--- config.mk ---
export PLATFORM = sky130hd
export DESIGN_NAME = boolean_bist
export DESIGN_NICKNAME = d
export VERILOG_FILES = /design/src/rtl/boolean_bist_pkg.sv /design/src/rtl/settle_timer.sv /design/src/rtl/boolean_bist.sv
export SDC_FILE = /design/constraint.sdc
export NUM_CORES = 1
export LEC_CHECK = 0
export ABC_CLOCK_PERIOD_IN_PS = 7250
export CAP_MARGIN = 20
export CORE_MARGIN = 2
export CORE_UTILIZATION = 50
export CTS_BUF_LIST = sky130_fd_sc_hd__clkbuf_8
export DETAILED_ROUTE_END_ITERATION = 12
export GPL_ROUTABILITY_DRIVEN = 0
export GPL_TIMING_DRIVEN = 0
export PLACE_DENSITY = 0.79
export SYNTH_ARGS = -nofsm -noshare
export SYNTH_HDL_FRONTEND = slang
export SYNTH_HIERARCHICAL = 1
export SYNTH_SLANG_ARGS = --single-unit
--- constraint.sdc ---
create_clock -name clk -period 7.25 [get_ports clk]
set_clock_uncertainty 0.2 [all_clocks]
set_input_delay 1.45 -clock clk [delete_from_list [all_inputs] [get_ports clk]]
set_output_delay 1.45 -clock clk [all_outputs]
set_load 0.01 [all_outputs]
--- src/rtl/boolean_bist_pkg.sv ---
// boolean_bist_pkg: shared state encoding and vector-count helper for the BIST engine
package boolean_bist_pkg;
  typedef enum logic [1:0] {IDLE, SETTLE, CHECK, DONE} state_t;
  function automatic int vec_count(input int n);
    return 1 << n;
  endfunction
endpackage

--- src/rtl/settle_timer.sv ---
// settle_timer: down-counter reloaded with CYC-1, expire flags that the hold time has elapsed
module settle_timer #(
  parameter int CYC = 1
) (
  input  logic clk,
  input  logic rst,
  input  logic load,
  output logic expire
);
  localparam int W = CYC > 1 ? $clog2(CYC) : 1;
  logic [W-1:0] r_cnt;
  // reload while not settling, otherwise count down to zero and stop there
  always_ff @(posedge clk) begin
    if (rst) r_cnt <= '0;
    else if (load) r_cnt <= W'(CYC - 1);
    else if (r_cnt != '0) r_cnt <= r_cnt - W'(1);
  end
  assign expire = r_cnt == '0;
endmodule

--- src/rtl/boolean_bist.sv ---
// boolean_bist: exhaustive truth-table self-test for an N-input, 1-output combinational block
module boolean_bist
  import boolean_bist_pkg::*;
#(
  parameter  int N          = 4,
  parameter  int SETTLE_CYC = 1,
  localparam int NV         = vec_count(N)
) (
  input  logic          clk,
  input  logic          rst,
  input  logic          start,
  input  logic [NV-1:0] expected,
  output logic [N-1:0]  dut_in,
  input  logic          dut_y,
  output logic          busy,
  output logic          done,
  output logic          pass,
  output logic [N:0]    fail_count,
  output logic [N-1:0]  first_fail_idx,
  output logic          first_fail_valid
);
  state_t        r_state, w_next;
  logic [NV-1:0] r_exp;
  logic [N-1:0]  r_idx, r_ff_idx;
  logic [N:0]    r_fail, w_fail_next;
  logic          r_ff_valid, r_pass;
  logic          w_expire, w_mis, w_last;

  settle_timer #(.CYC(SETTLE_CYC)) u_timer (
    .clk    (clk),
    .rst    (rst),
    .load   (r_state != SETTLE),
    .expire (w_expire)
  );

  assign w_mis       = dut_y != r_exp[r_idx];
  assign w_last      = r_idx == N'(NV - 1);
  assign w_fail_next = r_fail + (N+1)'(w_mis);

  // state register
  always_ff @(posedge clk) begin
    if (rst) r_state <= IDLE;
    else r_state <= w_next;
  end

  // next-state: start only counts in IDLE, DONE always lasts one cycle
  always_comb begin
    w_next = r_state;
    unique case (r_state)
      IDLE:   w_next = start ? SETTLE : IDLE;
      SETTLE: w_next = w_expire ? CHECK : SETTLE;
      CHECK:  w_next = w_last ? DONE : SETTLE;
      DONE:   w_next = IDLE;
    endcase
  end

  // snapshot on start, score each vector in CHECK, register pass on the way into DONE
  always_ff @(posedge clk) begin
    if (rst) begin
      r_exp      <= '0;
      r_idx      <= '0;
      r_fail     <= '0;
      r_ff_idx   <= '0;
      r_ff_valid <= 1'b0;
      r_pass     <= 1'b0;
    end else if (r_state == IDLE && start) begin
      r_exp      <= expected;
      r_idx      <= '0;
      r_fail     <= '0;
      r_ff_idx   <= '0;
      r_ff_valid <= 1'b0;
      r_pass     <= 1'b0;
    end else if (r_state == CHECK) begin
      r_fail <= w_fail_next;
      if (w_mis && !r_ff_valid) begin
        r_ff_idx   <= r_idx;
        r_ff_valid <= 1'b1;
      end
      if (w_last) r_pass <= w_fail_next == '0;
      else r_idx <= r_idx + N'(1);
    end
  end

  assign dut_in           = r_idx;
  assign busy             = r_state == SETTLE || r_state == CHECK;
  assign done             = r_state == DONE;
  assign pass             = r_pass;
  assign fail_count       = r_fail;
  assign first_fail_idx   = r_ff_idx;
  assign first_fail_valid = r_ff_valid;
endmodule

### Yosys cells after proc, flatten, opt, wreduce, memory -nomap -nowiden

Cells that the tools add are included.

| word-level totals | value |
|---|---|
| bits in read-only memories | 0 |
| word-level logic and storage cells | 37 |
| bits in registers | 34 |
| input port bits | 20 |
| output and inout bits | 17 |
| memories | 0 |
| bits in latches | 0 |
| memory bits (writable) | 0 |

| operators by class | value |
|---|---|
| bitwise operators | 2 |
| order comparisons | 1 |
| mux-type cells | 6 |
| div/mod/pow operators | 0 |
| equality and inequality tests | 6 |
| $mul | 0 |
| $add $sub $neg | 3 |
| shift operators | 0 |
| reduce and logical (&&, ||, !) cells | 11 |

Operators by type and width:

| operator | count |
|---|---|
| 2-bit case mux with 4 select lines | 1 |
| 2-bit AND reduction | 3 |
| 5-bit by 1-bit adder with 5-bit output | 1 |
| 5-bit logical NOT | 1 |
| 4-bit by 5-bit less-than comparator with 1-bit output, second input constant | 1 |
| 4-bit by 1-bit adder with 4-bit output, second input constant | 1 |
| 1-bit binary-select mux with 4-bit select | 1 |
| 2-bit == test, second input constant | 2 |
| 4-bit == test, second input constant | 1 |
| 2-bit 2-to-1 mux | 2 |
| 3-bit OR reduction | 1 |
| 2-bit by 1-bit == test with 1-bit output, second input constant | 1 |
| 1-bit logical AND | 2 |
| 2-bit logical NOT | 1 |
| 1-bit 2-to-1 mux | 2 |
| 2-bit by 1-bit inequality test with 1-bit output, second input constant | 1 |
| 1-bit inverter | 2 |
| 2-bit OR reduction | 1 |
| 1-bit logical NOT | 1 |
| 1-bit logical OR | 1 |
| 1-bit inequality test | 1 |
| 1-bit subtractor, second input constant | 1 |

### Depth between registers and ports, before layout

| logic depth | value |
|---|---|
| word-level depth | 5 |
| mapped depth | 15 |
| depth with buffers taken out | 13 |

### Cells and area by module

Netlist, hierarchy kept.

Modules (own cells, without submodules):

| module | times used | cells each | area each (µm²) |
|---|---|---|---|
| boolean_bist | 1 | 196 | 1627.8 |
| settle_timer | 1 | 3 | 27.5 |

### Least setup slack after synthesis

OpenSTA, ideal clock, no wires.

| path | value |
|---|---|
| path type | input port to flip-flop |
| from | input dut_y |
| to | register r_pass (netlist: pass) |
| arrival | 2.539 ns |
| buffers on the path | 0 |
| stages on the path | 10 |
| setup slack | 4.440 ns |
| library setup time | 0.071 ns |
| data required time | 6.979 ns |
| cells stage by stage | inv_1 > xnor2_1 > ha_1 > ha_1 > nand2_1 > nor2_1 > nor2_1 > o21ai_0 > nand3b_1 > a21oi_1 |

| on the way | value |
|---|---|
| word-level cells in the longest chain between the ends | 3 |

Ends and longest elaborated chain:

| element | line | source |
|---|---|---|
| start: declaration | boolean_bist.sv:14 | `input logic dut_y,` |
| 1-bit inequality test | boolean_bist.sv:36 | `assign w_mis = dut_y != r_exp[r_idx];` |
| 5-bit by 1-bit adder with 5-bit output | boolean_bist.sv:38 | `assign w_fail_next = r_fail + (N+1)'(w_mis);` |
| 5-bit logical NOT | boolean_bist.sv:79 | `if (w_last) r_pass <= w_fail_next == '0;` |
| end signal: assignment | boolean_bist.sv:65 | `r_pass <= 1'b0;` |
| end signal: assignment | boolean_bist.sv:72 | `r_pass <= 1'b0;` |
| end signal: assignment | boolean_bist.sv:79 |  |
| end: declaration | boolean_bist.sv:26 | `logic r_ff_valid, r_pass;` |

No other way between the ends.
A chain may end at the register's enable or synchronous reset.

### Final worst setup path

Ends and elaborated chain as after synthesis.

==> results.json <==
{
  "period_share_pct": 45.5,
  "powerDensity_nw_per_um2": 203,
  "clockBufferDepth": 2,
  "post_cts_resized": 0,
  "status": "finished, final reports clean",
  "area_growth_pct": 33.8,
  "critPathLaunchType": "input pin",
  "cts_buffers": 5,
  "wl_um": 3210,
  "drive_gt1_share_pct": 7.02,
  "place_ws_ns": 3.69,
  "hold_viol_final": 0,
  "die-area_um2": 3780,
  "antenna_left": 0,
  "place_hpwl_um": 2370,
  "crit_fanout": 5,
  "viasPerCell": 4.94,
  "drt_pass1_iterations": 4,
  "hp-class": "reg2reg",
  "syn_inst": 198,
  "ctsHoldBuffers": 0,
  "netlist_area_um2": 1650,
  "finalWorstSetupSlack_ns": 3.95,
  "path_clk_slew_ns": 0.07,
  "final_max_slew_viol_count": 0,
  "cts_max_level": 2,
  "dr_total_vias": 1414,
  "tns_ns": 0,
  "cp-startpoint": "dut_y",
  "placed_area_um2": 2070,
  "nets": 269,
  "cts.sinks": 34,
  "postCtsSetupRepairBufs": 0,
  "drv_cap": 0,
  "core_area_um2": 3100,
  "ir_drop_uv": 204,
  "ys_warn_count": 6,
  "layout_min_cycle_time_ns": 3.30,
  "initial_core_util_pct": 53.2,
  "diodes": 0,
  "clk_latency_ns": 0.29,
  "r2r-start": "dut_in[1]",
  "grtUsageTotal_pct": 19.5,
  "avgSynthCellArea_um2": 8.34,
  "arrival_ns": 3.32,
  "crit_path_end_kind": "register",
  "die_w_um": 61.5,
  "final_area_um2": 2210,
  "rsz0062_at_grt": "no",
  "place.port_buffers": 36,
  "drtIter0Drc": 66,
  "hold_ws_ns": 0.254,
  "worstSetupPathType": "in2reg",
  "grt_pass1_wl_um": 5380,
  "setup_viol": 0,
  "antenna_found_initial": 0,
  "die_h_um": 61.5,
  "avgRoutedWirePerCell_um": 11.2,
  "grt_max_degree": 12,
  "leakagePower_uw": 0.000803,
  "drc": 0,
  "ios": 37,
  "min_from": "r_exp[3]",
  "fillers": 285,
  "syn_nets": 226,
  "num_rows": 20,
  "tritoncts": "done",
  "cts_root_buf": "clkbuf_8",
  "first_global_vias": 1231,
  "max_freq_ghz": 0.303,
  "overflow": 0,
  "worst_ep_required_time_ns": 7.27
}
sequential cells by signal (all words and copies together), names as in the netlist:
signal            count
dut_in                4
pass                  1
first_fail_valid      1
u_timer/r_cnt         1
r_state               2
first_fail_idx        4
fail_count            5
r_exp                16
worst max-delay path, stage by stage:
cell and delay, ns:
clkdlybuf4s50_1 0.50, inv_1 0.08, xnor2_1 0.16, ha_1 0.21
ha_1 0.26, nand2_1 0.08, nor2_1 0.09, nor2_1 0.05
o21ai_0 0.20, nand3b_1 0.11, a21oi_1 0.14
power by group:
part / total (uW) / switching [uW] / leakage [uW] / internal, uW
logic: 36.8 / 18.2 / 0.000454 / 18.7
registers: 196 / 2.92 / 0.000277 / 193
clock network: 215 / 68.5 / 0.0000714 / 147
total: 448 / 89.5 / 0.000803 / 358
stage by stage:
step                power [uW]  util, %  cells
CTS                        451     71.2    286
detailed placement         237     66.6    278
floorplan                  220        -    198
global route               464     71.2    286
finish                     448     71.2    286
global placement           236     66.6    278
path summary, 6_finish.rpt:
kind	cells after the start	to	slack (ns)
max	11	pass	3.95
min	2	r_exp[3]	0.25
max reg2reg	13	pass	4.42
min reg2reg	2	r_exp[3]	0.25
area by class of cell:
| cell class | instances | area (um^2) | area share (%) |
|---|---|---|---|
| Sequential cell | 34 | 681 | 30.8 |
| Tap cell | 44 | 55.1 | 2.49 |
| Multi-Input combinational cell | 145 | 871 | 39.4 |
| Clock buffer | 6 | 82.6 | 3.74 |
| Clock inverter | 2 | 60.1 | 2.72 |
| Buffer | 13 | 75.1 | 3.40 |
| Inverter | 6 | 25.0 | 1.13 |
| Timing Repair Buffer | 36 | 360 | 16.3 |
cells in the final DEF, fill, tap and decap left out, drive strengths merged:
cell           count
o21ai              1
nor2              17
inv                6
nand3              4
and2               1
a211oi             1
xnor2              3
mux2i             16
clkdlybuf4s50     36
xor2               4
buf                6
a31oi              2
or4                2
dfxtp             34
a311oi             1
ha                 8
nand2             47
mux2               1
nand3b             5
conb               1
a21oi             21
clkbuf            13
nand4              7
nand2b             2
nor3               1
bufinv             2
per-layer routing:
layer | routed length (um) | GRT usage (%) | share of wire (%)
met1 | 1530 | 25.7 | 48
met2 | 1490 | 29.8 | 46
met3 | 141 | 6.93 | 4.4
met4 | 47 | 6.38 | 1.5
met5 | 0 | 0 | 0
No activity file was read; power rests on OpenSTA's default activity.
